**src/rtl/fp_pipe_pkg.sv**
```systemverilog
// Shared int/FP pipeline definitions.
// Register geometry and operand source/destination select encodings.
package fp_pipe_pkg;

    localparam int REG_W = 5;
    localparam int NREGS = 32;

    typedef logic [REG_W-1:0] reg_addr_t;

    typedef enum logic [1:0] {
        SRC_NONE = 2'b00,
        SRC_INT  = 2'b01,
        SRC_FP   = 2'b10
    } src_sel_e;

    typedef enum logic [1:0] {
        RD_NONE = 2'b00,
        RD_INT  = 2'b01,
        RD_FP   = 2'b10,
        RD_BOTH = 2'b11
    } rd_sel_e;

    function automatic src_sel_e src_sel(input logic used, input logic fp);
        if (!used) begin
            return SRC_NONE;
        end
        return fp ? SRC_FP : SRC_INT;
    endfunction

    function automatic rd_sel_e rd_sel(input logic int_en, input logic fp_en);
        return rd_sel_e'({fp_en, int_en});
    endfunction

endpackage

```
**src/rtl/fp_sb_regfile_bits.sv**
```systemverilog
// Pending-write bit vector for one register file.
// A same-cycle write-back hides the bit from the read checks.
module fp_sb_regfile_bits
    import fp_pipe_pkg::*;
#(
    parameter bit X0_ZERO = 1'b0
) (
    input  logic                  clk,
    input  logic                  rst,
    input  logic                  set_en,
    input  reg_addr_t             set_addr,
    input  logic                  clr_en,
    input  reg_addr_t             clr_addr,
    input  logic [2:0]            chk_en,
    input  logic [2:0][REG_W-1:0] chk_addr,
    output logic [2:0]            chk_hit,
    output logic [NREGS-1:0]      live
);

    localparam logic [NREGS-1:0] ONE = {{(NREGS-1){1'b0}}, 1'b1};

    logic [NREGS-1:0] pend_q;
    logic [NREGS-1:0] pend_d;
    logic [NREGS-1:0] set_mask;
    logic [NREGS-1:0] clr_mask;

    // Decode set/clear masks; a hard-wired zero register is never marked
    always_comb begin
        set_mask = set_en ? (ONE << set_addr) : '0;
        clr_mask = clr_en ? (ONE << clr_addr) : '0;
        if (X0_ZERO) begin
            set_mask[0] = 1'b0;
        end
    end

    assign live = pend_q & ~clr_mask;

    // Read checks see pending bits minus this cycle's write-back
    always_comb begin
        chk_hit = '0;
        for (int i = 0; i < 3; i++) begin
            chk_hit[i] = chk_en[i] & live[chk_addr[i]];
        end
    end

    // Next pending state: clear first, then set, so a new issue wins
    always_comb begin
        pend_d = (pend_q & ~clr_mask) | set_mask;
        if (rst) begin
            pend_d = '0;
        end
    end

    // Pending-bit register
    always_ff @(posedge clk) begin
        pend_q <= pend_d;
    end

endmodule

```
**src/rtl/fp_hazard_scoreboard.sv**
```systemverilog
// Issue controller for the int/FP pipeline: RAW/WAW/structural hazards,
// multi-cycle FP unit sequencing, stall counter and stuck-pipeline flag.
module fp_hazard_scoreboard
    import fp_pipe_pkg::*;
#(
    parameter int MULTI_LAT = 8,
    parameter int TIMEOUT   = 255,
    parameter int CNT_W     = 16
) (
    input  logic             clk,
    input  logic             rst,
    input  logic             id_valid,
    input  logic [4:0]       id_rs1,
    input  logic [4:0]       id_rs2,
    input  logic [4:0]       id_rs3,
    input  logic             id_rs1_fp,
    input  logic             id_rs2_fp,
    input  logic             id_rs3_used,
    input  logic             id_rs1_used,
    input  logic             id_rs2_used,
    input  logic [4:0]       id_rd_addr,
    input  logic             id_wb_fp_en,
    input  logic             id_wb_int_en,
    input  logic             id_multi,
    input  logic             wb_fp_we,
    input  logic             wb_int_we,
    input  logic [4:0]       wb_rd_addr,
    output logic             stall,
    output logic             id_ex_bubble,
    output logic             issue,
    output logic             multi_busy,
    output logic [CNT_W-1:0] stall_count,
    output logic             hazard_timeout
);

    localparam int MW = $clog2(MULTI_LAT + 1);
    localparam logic [MW-1:0] LAT = MW'(MULTI_LAT);
    localparam logic [7:0] TO_LIM = 8'(TIMEOUT);

    src_sel_e s1;
    src_sel_e s2;
    src_sel_e s3;
    rd_sel_e  rds;

    logic [2:0]            int_chk_en;
    logic [2:0]            fp_chk_en;
    logic [2:0][REG_W-1:0] chk_addr;
    logic [2:0]            int_hit;
    logic [2:0]            fp_hit;
    logic [NREGS-1:0]      int_live;
    logic [NREGS-1:0]      fp_live;
    logic                  rd_int;
    logic                  rd_fp;
    logic                  raw;
    logic                  waw;
    logic                  strct;

    logic [MW-1:0]    cnt_q;
    logic [MW-1:0]    cnt_d;
    logic [CNT_W-1:0] scnt_q;
    logic [CNT_W-1:0] scnt_d;
    logic [7:0]       run_q;
    logic [7:0]       run_d;
    logic             tmo_q;
    logic             tmo_d;

    assign s1  = src_sel(id_rs1_used, id_rs1_fp);
    assign s2  = src_sel(id_rs2_used, id_rs2_fp);
    assign s3  = src_sel(id_rs3_used, 1'b1);
    assign rds = rd_sel(id_wb_int_en, id_wb_fp_en);

    assign rd_int = (rds == RD_INT) || (rds == RD_BOTH);
    assign rd_fp  = (rds == RD_FP) || (rds == RD_BOTH);

    assign int_chk_en = {1'b0, s2 == SRC_INT, s1 == SRC_INT};
    assign fp_chk_en  = {s3 == SRC_FP, s2 == SRC_FP, s1 == SRC_FP};
    assign chk_addr   = {id_rs3, id_rs2, id_rs1};

    fp_sb_regfile_bits #(
        .X0_ZERO (1'b1)
    ) u_int_bits (
        .clk      (clk),
        .rst      (rst),
        .set_en   (issue & rd_int),
        .set_addr (id_rd_addr),
        .clr_en   (wb_int_we),
        .clr_addr (wb_rd_addr),
        .chk_en   (int_chk_en),
        .chk_addr (chk_addr),
        .chk_hit  (int_hit),
        .live     (int_live)
    );

    fp_sb_regfile_bits #(
        .X0_ZERO (1'b0)
    ) u_fp_bits (
        .clk      (clk),
        .rst      (rst),
        .set_en   (issue & rd_fp),
        .set_addr (id_rd_addr),
        .clr_en   (wb_fp_we),
        .clr_addr (wb_rd_addr),
        .chk_en   (fp_chk_en),
        .chk_addr (chk_addr),
        .chk_hit  (fp_hit),
        .live     (fp_live)
    );

    // Hazard detection; int x0 never appears in int_live so it cannot hazard
    always_comb begin
        raw   = (|int_hit) | (|fp_hit);
        waw   = (rd_int & int_live[id_rd_addr]) | (rd_fp & fp_live[id_rd_addr]);
        strct = id_multi & multi_busy;
        stall = id_valid & (raw | waw | strct);
        issue = id_valid & ~stall;
    end

    assign id_ex_bubble   = stall;
    assign multi_busy     = (cnt_q != '0);
    assign stall_count    = scnt_q;
    assign hazard_timeout = tmo_q;

    // Multi-unit countdown, saturating stall counters and sticky timeout
    always_comb begin
        cnt_d  = cnt_q;
        scnt_d = scnt_q;
        run_d  = '0;
        tmo_d  = tmo_q;
        if (issue && id_multi) begin
            cnt_d = LAT;
        end else if (cnt_q != '0) begin
            cnt_d = cnt_q - MW'(1);
        end
        if (stall) begin
            if (scnt_q != '1) begin
                scnt_d = scnt_q + CNT_W'(1);
            end
            run_d = (run_q == 8'hFF) ? run_q : run_q + 8'd1;
        end
        if (run_d >= TO_LIM) begin
            tmo_d = 1'b1;
        end
        if (rst) begin
            cnt_d  = '0;
            scnt_d = '0;
            run_d  = '0;
            tmo_d  = 1'b0;
        end
    end

    // Counter and flag registers
    always_ff @(posedge clk) begin
        cnt_q  <= cnt_d;
        scnt_q <= scnt_d;
        run_q  <= run_d;
        tmo_q  <= tmo_d;
    end

endmodule

```
**config.mk**
```make
export PLATFORM = sky130hd
export DESIGN_NAME = fp_hazard_scoreboard
export DESIGN_NICKNAME = d
export VERILOG_FILES = /design/src/rtl/fp_pipe_pkg.sv /design/src/rtl/fp_sb_regfile_bits.sv /design/src/rtl/fp_hazard_scoreboard.sv
export SDC_FILE = /design/constraint.sdc
export NUM_CORES = 1
export LEC_CHECK = 0
export CORE_MARGIN = 4
export CORE_UTILIZATION = 53
export DETAILED_ROUTE_END_ITERATION = 10
export PLACE_DENSITY = 0.77
export SETUP_SLACK_MARGIN = 0.1
export SYNTH_ARGS = -nofsm -noshare
export SYNTH_HDL_FRONTEND = slang
export SYNTH_SLANG_ARGS = --single-unit
```
**constraint.sdc**
```tcl
create_clock -name clk -period 3.8 [get_ports clk]
set_input_delay 0.76 -clock clk [delete_from_list [all_inputs] [get_ports clk]]
set_output_delay 0.76 -clock clk [all_outputs]
set_load 0.01 [all_outputs]
```
After elaboration in Yosys (flattened, before gate mapping)
Cells that the tools add are included.

storage, ports and cells
  register bits after elaboration = 93
  input bits = 38
  output and inout bits = 21
  word-level logic and storage cells = 86

cells by class
  add/subtract/negate cells = 3
  magnitude comparators = 5
  equality and inequality tests = 10
  shift operators = 2
  mux-type cells = 27
  bitwise logic cells = 23
  reduce and logical (&&, ||, !) cells = 9

operator list
  cell                   count
  $mux 32                4
  $and 32x32->32         2
  $not 32->32            2
  $or 32x32->32          2
  $shl 1x5->32 const A   2
  $bmux 1 s5             7
  $lt 5x6->1 const B     4
  $add 16x1->16 const B  1
  $mux 8                 2
  $ne 16x16->1 const B   1
  $and 1x1->1            12
  $eq 2x2->1 const B     5
  $mux 2                 5
  $add 8x1->8 const B    1
  $eq 8x8->1 const B     1
  $ge 8x8->1 const B     1
  $mux 4                 2
  $mux 1                 7
  $eq 2x1->1 const B     3
  $or 1x1->1             4
  $reduce_bool 4->1      1
  $reduce_or 2->1        2
  $sub 4x1->4 const B    1
  $reduce_or 3->1        1
  other kinds (5)        6

Logic depth before layout (Yosys ltp)
  depth after elaboration = 17
  gate-level depth with buffers = 15

Modules after synthesis
From an unflattened synthesis, not the netlist that was laid out.

second synthesis, totals
  cells, all modules = 932
  area, all modules = 7,081.8 um2

modules (own cells, without submodules)
  module                            instances  cells an instance  area an instance (um2)
  fp_sb_regfile_bits at u_int_bits  1          345                2,453.6
  fp_sb_regfile_bits at u_fp_bits   1          327                2,369.8
  fp_hazard_scoreboard              1          260                2,258.4

Least setup slack after synthesis
Ideal clock, no wire load.

  path kind = input to output
  from = input wb_rd_addr[0]
  to = output issue
  arrival = 3,326 ps
  required time = 3,040 ps
  path slack = -286 ps
  stages = 13
  cells stage by stage = buf_2 -> or4b_1 -> o21ai_1 -> o221ai_1 -> a222oi_1 -> o21ai_1 -> and4b_1 -> nor4_1 -> and4_1 -> buf_6 -> nand2_4 -> clkbuf_1 -> inv_1

on the way
  word-level cells in the longest chain between the ends = 14

ends and longest elaborated chain
  element                                                    line                         source
  from (decl)                                                fp_hazard_scoreboard.sv:27   input logic [4:0] wb_rd_addr,
  $shl 1x5->32 (*)                                           fp_sb_regfile_bits.sv:30     clr_mask = clr_en ? (ONE << clr_addr) : '0;
  $mux 32                                                    fp_sb_regfile_bits.sv:30
  $not 32->32                                                fp_sb_regfile_bits.sv:36     assign live = pend_q & ~clr_mask;
  $and 32x32->32                                             fp_sb_regfile_bits.sv:36
  $bmux 1 s5                                                 fp_sb_regfile_bits.sv:42     chk_hit[i] = chk_en[i] & live[chk_addr[i]];
  $mux 1 (not written as such)                               fp_sb_regfile_bits.sv:42
  $and 1x1->1                                                fp_sb_regfile_bits.sv:42
  $reduce_or 3->1 / $reduce_or 2->1 (equally long branches)  fp_hazard_scoreboard.sv:111  raw = (|int_hit) | (|fp_hit);
  $or 1x1->1                                                 fp_hazard_scoreboard.sv:111
  $or 1x1->1 (*) (2 in a row)                                fp_hazard_scoreboard.sv:114  stall = id_valid & (raw | waw | strct);
  $and 1x1->1 (*)                                            fp_hazard_scoreboard.sv:114
  $not 1->1 (*)                                              fp_hazard_scoreboard.sv:115  issue = id_valid & ~stall;
  $and 1x1->1 (*)                                            fp_hazard_scoreboard.sv:115
  to (decl)                                                  fp_hazard_scoreboard.sv:30   output logic issue,

Every way passes the cells marked *; elsewhere a longest branch is shown, timed or not. The select of a mux whose other input is x is not followed.

Final worst setup path
  from = input wb_rd_addr[1]
  to = output issue

The elaborated chain is that of the path after synthesis.

==> reports/metrics.yaml <==
seq_area_frac_synth_pct: 27.3
crit_chain: "buf_6 -> buf_4 -> buf_4 -> or4b_4 -> o21ai_1 -> mux4_2 -> nor2_1 -> a31oi_1 -> a311oi_1 -> o31ai_2 -> and4_4 -> buf_6 -> nand2_4 -> inv_2 -> buf_6"
hold_path_class: "reg -> reg"
ant_nets: 0
synth_fp_nets: 918
skew_ps: 12.0
internal_power_uw: 1920
cts.sinks: 93
grt_start_max_net_pins: 74
clk_pin_slew_worst_paths_ps: 80
critPathRequiredTime_ps: 3040
synth_cell_types: 74
netlist_instances: 876
endpoint: "issue"
fmax_mhz: 227
power_switching_share_pct: 34.5
rsz0062_at_grt: "yes"
synth_edf_count: 0
grt_pass1_vias: 8718
p_comb_share_pct: 33.7
drt-total-wl_mm: 35.0
setup_ws_ps: -597
ir_drop_mv: 0.320
die-area_um2: 14700
clkPwrFrac_pct: 31.4
yosys.area.top_type_share_pct: 27.3
hold_viol: 0
leakagePower_uw: 0.00377
power_density_nw_per_um2: 286
gr-total-overflow: 0
critPathMaxFanout: 8
yosys-top-cells-area: "dfxtp_1 27%, o22ai_1 6.1%, or3_1 5.9%"
critPathKind: "in -> out"
clk_root_buffer_cell: "clkbuf_16"
syn_avg_cell_area_um2: 7.78
yosysTopAreaCell: "dfxtp_1"
grt_usage_pct: 44.8
end_kind: "output pin"
core_um2: 12600
ys_ff_latch: 93
violations: "setup timing"
dr_total_vias: 9368
die_y_um: 121
row_count: 41
async_reset_ff_share_pct: 0
io_buffers: 58
hpwlAfterDp_mm: 23.4
critPathArrivalTime_ps: 3640
die_x_um: 121
start_util_pct: 54.0
clockBufferDepth: 2
finalMaxSlewViolations: 0
path_depth: 15
cts_max_level: 3
status: "finished with violations"
cts_hold_buf: 0
crit_slowest_cell: "or4b_4"
tns_ps: -8610
r2r_slack_ps: 430
cp_num_buf_inv: 6
cts_tree: "built"
power.switching_uw: 1010
setup_viol: 83
firstDrtPassIters: 7
diodes: 0
startpoint_type: "primary input"
startpoint: "wb_rd_addr[1]"
drive_gt1_share_pct: 34.5
r2r_end: "stall_count[5]"
synth_area_um2: 6810
max-cap-violations: 0
drc: 0
cts_buffers: 9
r2r-start: "u_fp_bits.pend_q[12]"
wire_per_inst_um: 26.5
seqPwrFrac_pct: 34.9
worstRegToRegCells: 17
cp_common_cell: "buf_6"
worst_slew_pin_slew_ps: 744
drt-vias-per-instance: 7.11
finalHoldWorstSlack_ps: 510
final.min_clock_period_ps: 4400
io_pins: 59
insertion_delay_ps: 370
crit_path_max_incr_delay_ps: 570
area_growth_pct: 50.8
finalCritPeriodShare_pct: 116
critPathTopFamily: "simple AND/OR/NAND/NOR gates"
synth_flop_cell: "dfxtp_1"
nFillCells: 807
slew_headroom_pct: 50.3
antenna_found_initial: 2
fin_nets: 1182
ys_warn_count: 0
grt_pass1_wl_mm: 50.3
drt_iter0_markers: 1565
place.gp.congestion: 1.11
layer usage:
metal	vias up	share of wire (%)	wire length [µm]	track usage [%]
met5	-	0.066	23	0
met4	4	9.5	3310	31.1
met3	313	13	4650	11.7
met2	926	42	14800	67.3
met1	4213	35	12200	55.8
li1	3912	-	-	-
worst reg2reg max path, delay by kind of cell (launching register included):
family | cells | cell delay, ps
flops | 1 | 400
mux | 2 | 810
simple gates | 5 | 570
buf+inv | 8 | 1060
compound gates | 2 | 430
Yosys cell counts, drive strengths merged (7+ instances only):
| library cell | instances |
|---|---|
| dfxtp | 93 |
| o21ai | 81 |
| nor2 | 69 |
| o22ai | 66 |
| or3 | 64 |
| nand2 | 59 |
| clkbuf | 54 |
| mux2i | 33 |
| nand3 | 33 |
| nor3 | 30 |
| buf | 23 |
| inv | 21 |
| mux2 | 21 |
| nand4 | 20 |
| a21oi | 16 |
| o211ai | 15 |
| nor2b | 14 |
| nor4 | 13 |
| mux4 | 11 |
| a31oi | 8 |
| and3 | 8 |
| nand2b | 7 |
| nand4b | 7 |
| o31ai | 7 |
| or4 | 7 |
power groups by stage:
stage | Combinational [µW] | Sequential (µW) | Clock (µW)
after global routing | 1030 | 1030 | 950
after floorplan | 407 | 1040 | 0
after global placement | 728 | 1040 | 0
after detailed placement | 738 | 1040 | 0
after CTS | 881 | 1020 | 910
final | 988 | 1020 | 922
how the worst min path moves through the flow:
stage | cells after the start | end | slack [ps] | from
3_5_place_dp | 2 | stall_count[15] | 480 | stall_count[15]
4_1_cts | 2 | stall_count[15] | 500 | stall_count[15]
5_1_grt | 2 | stall_count[15] | 530 | stall_count[15]
2_1_floorplan | 2 | u_int_bits.pend_q[0] | 470 | u_int_bits.pend_q[0]
3_3_place_gp | 1 | hazard_timeout | 460 | hazard_timeout
6_report | 1 | hazard_timeout | 510 | hazard_timeout
what timing repair did:
item,4_1_cts,5_1_grt
resized for setup,140,40
gates cloned,3,0
hold endpoints to repair,0,0
buffers inserted,17,6
pin swaps,30,24
setup endpoints to repair,94,85
state kept, by name (all words and copies together) (netlist names):
| name | cells |
|---|---|
| u_int_bits.pend_q | 32 |
| u_fp_bits.pend_q | 32 |
| run_q | 8 |
| stall_count | 16 |
| cnt_q | 4 |
| hazard_timeout | 1 |
cell families (layout without fill, tap and decap cells):
logic type               after synthesis  after routing  synth area share [%]
AND/OR/NAND/NOR                      360            360                  29.1
AO/OA/AOI/OAI                        248            248                  23.6
buffers and inverters                 98            367                  6.26
flip-flops                            93             93                  27.3
multiplexers                          65             65                  12.0
XOR/XNOR                               8              8                  1.03
adder cells (fa/ha/maj)                4              4                 0.735
area by class of cell:
| cell class | instances | area [µm²] | share of cell area (%) |
|---|---|---|---|
| Sequential cell | 93 | 1860 | 18.1 |
| Tap cell | 172 | 215 | 2.09 |
| Inverter | 21 | 78.8 | 0.767 |
| Multi-Input combinational cell | 685 | 5000 | 48.7 |
| Clock inverter | 5 | 43.8 | 0.426 |
| Timing Repair Buffer | 330 | 2830 | 27.6 |
| Clock buffer | 11 | 243 | 2.36 |
metrics by stage:
stage	utilization [%]	area, µm²	worst slack (ps)	std cells	power [µW]
final	81.4	10300	-597	1317	2930
after global routing	81.4	10300	-628	1317	3000
after CTS	79.5	10000	-483	1311	2810
after detailed placement	72.9	9200	-1580	1277	1780
after global placement	72.9	9200	-1610	1277	1770
after floorplan	-	6860	-141	876	1450
cells in the final DEF, fill, tap and decap left out, drive strengths merged, types with 16 or more instances in the layout:
| cell type | n |
|---|---|
| mux2 | 21 |
| nor3 | 30 |
| nor2 | 69 |
| nand3 | 33 |
| nand4 | 20 |
| mux2i | 33 |
| buf | 282 |
| a21oi | 16 |
| dfxtp | 93 |
| nand2 | 59 |
| clkdlybuf4s50 | 46 |
| o21ai | 81 |
| or3 | 64 |
| inv | 23 |
| o22ai | 66 |
Note: power is estimated with default switching activity, not from simulation.
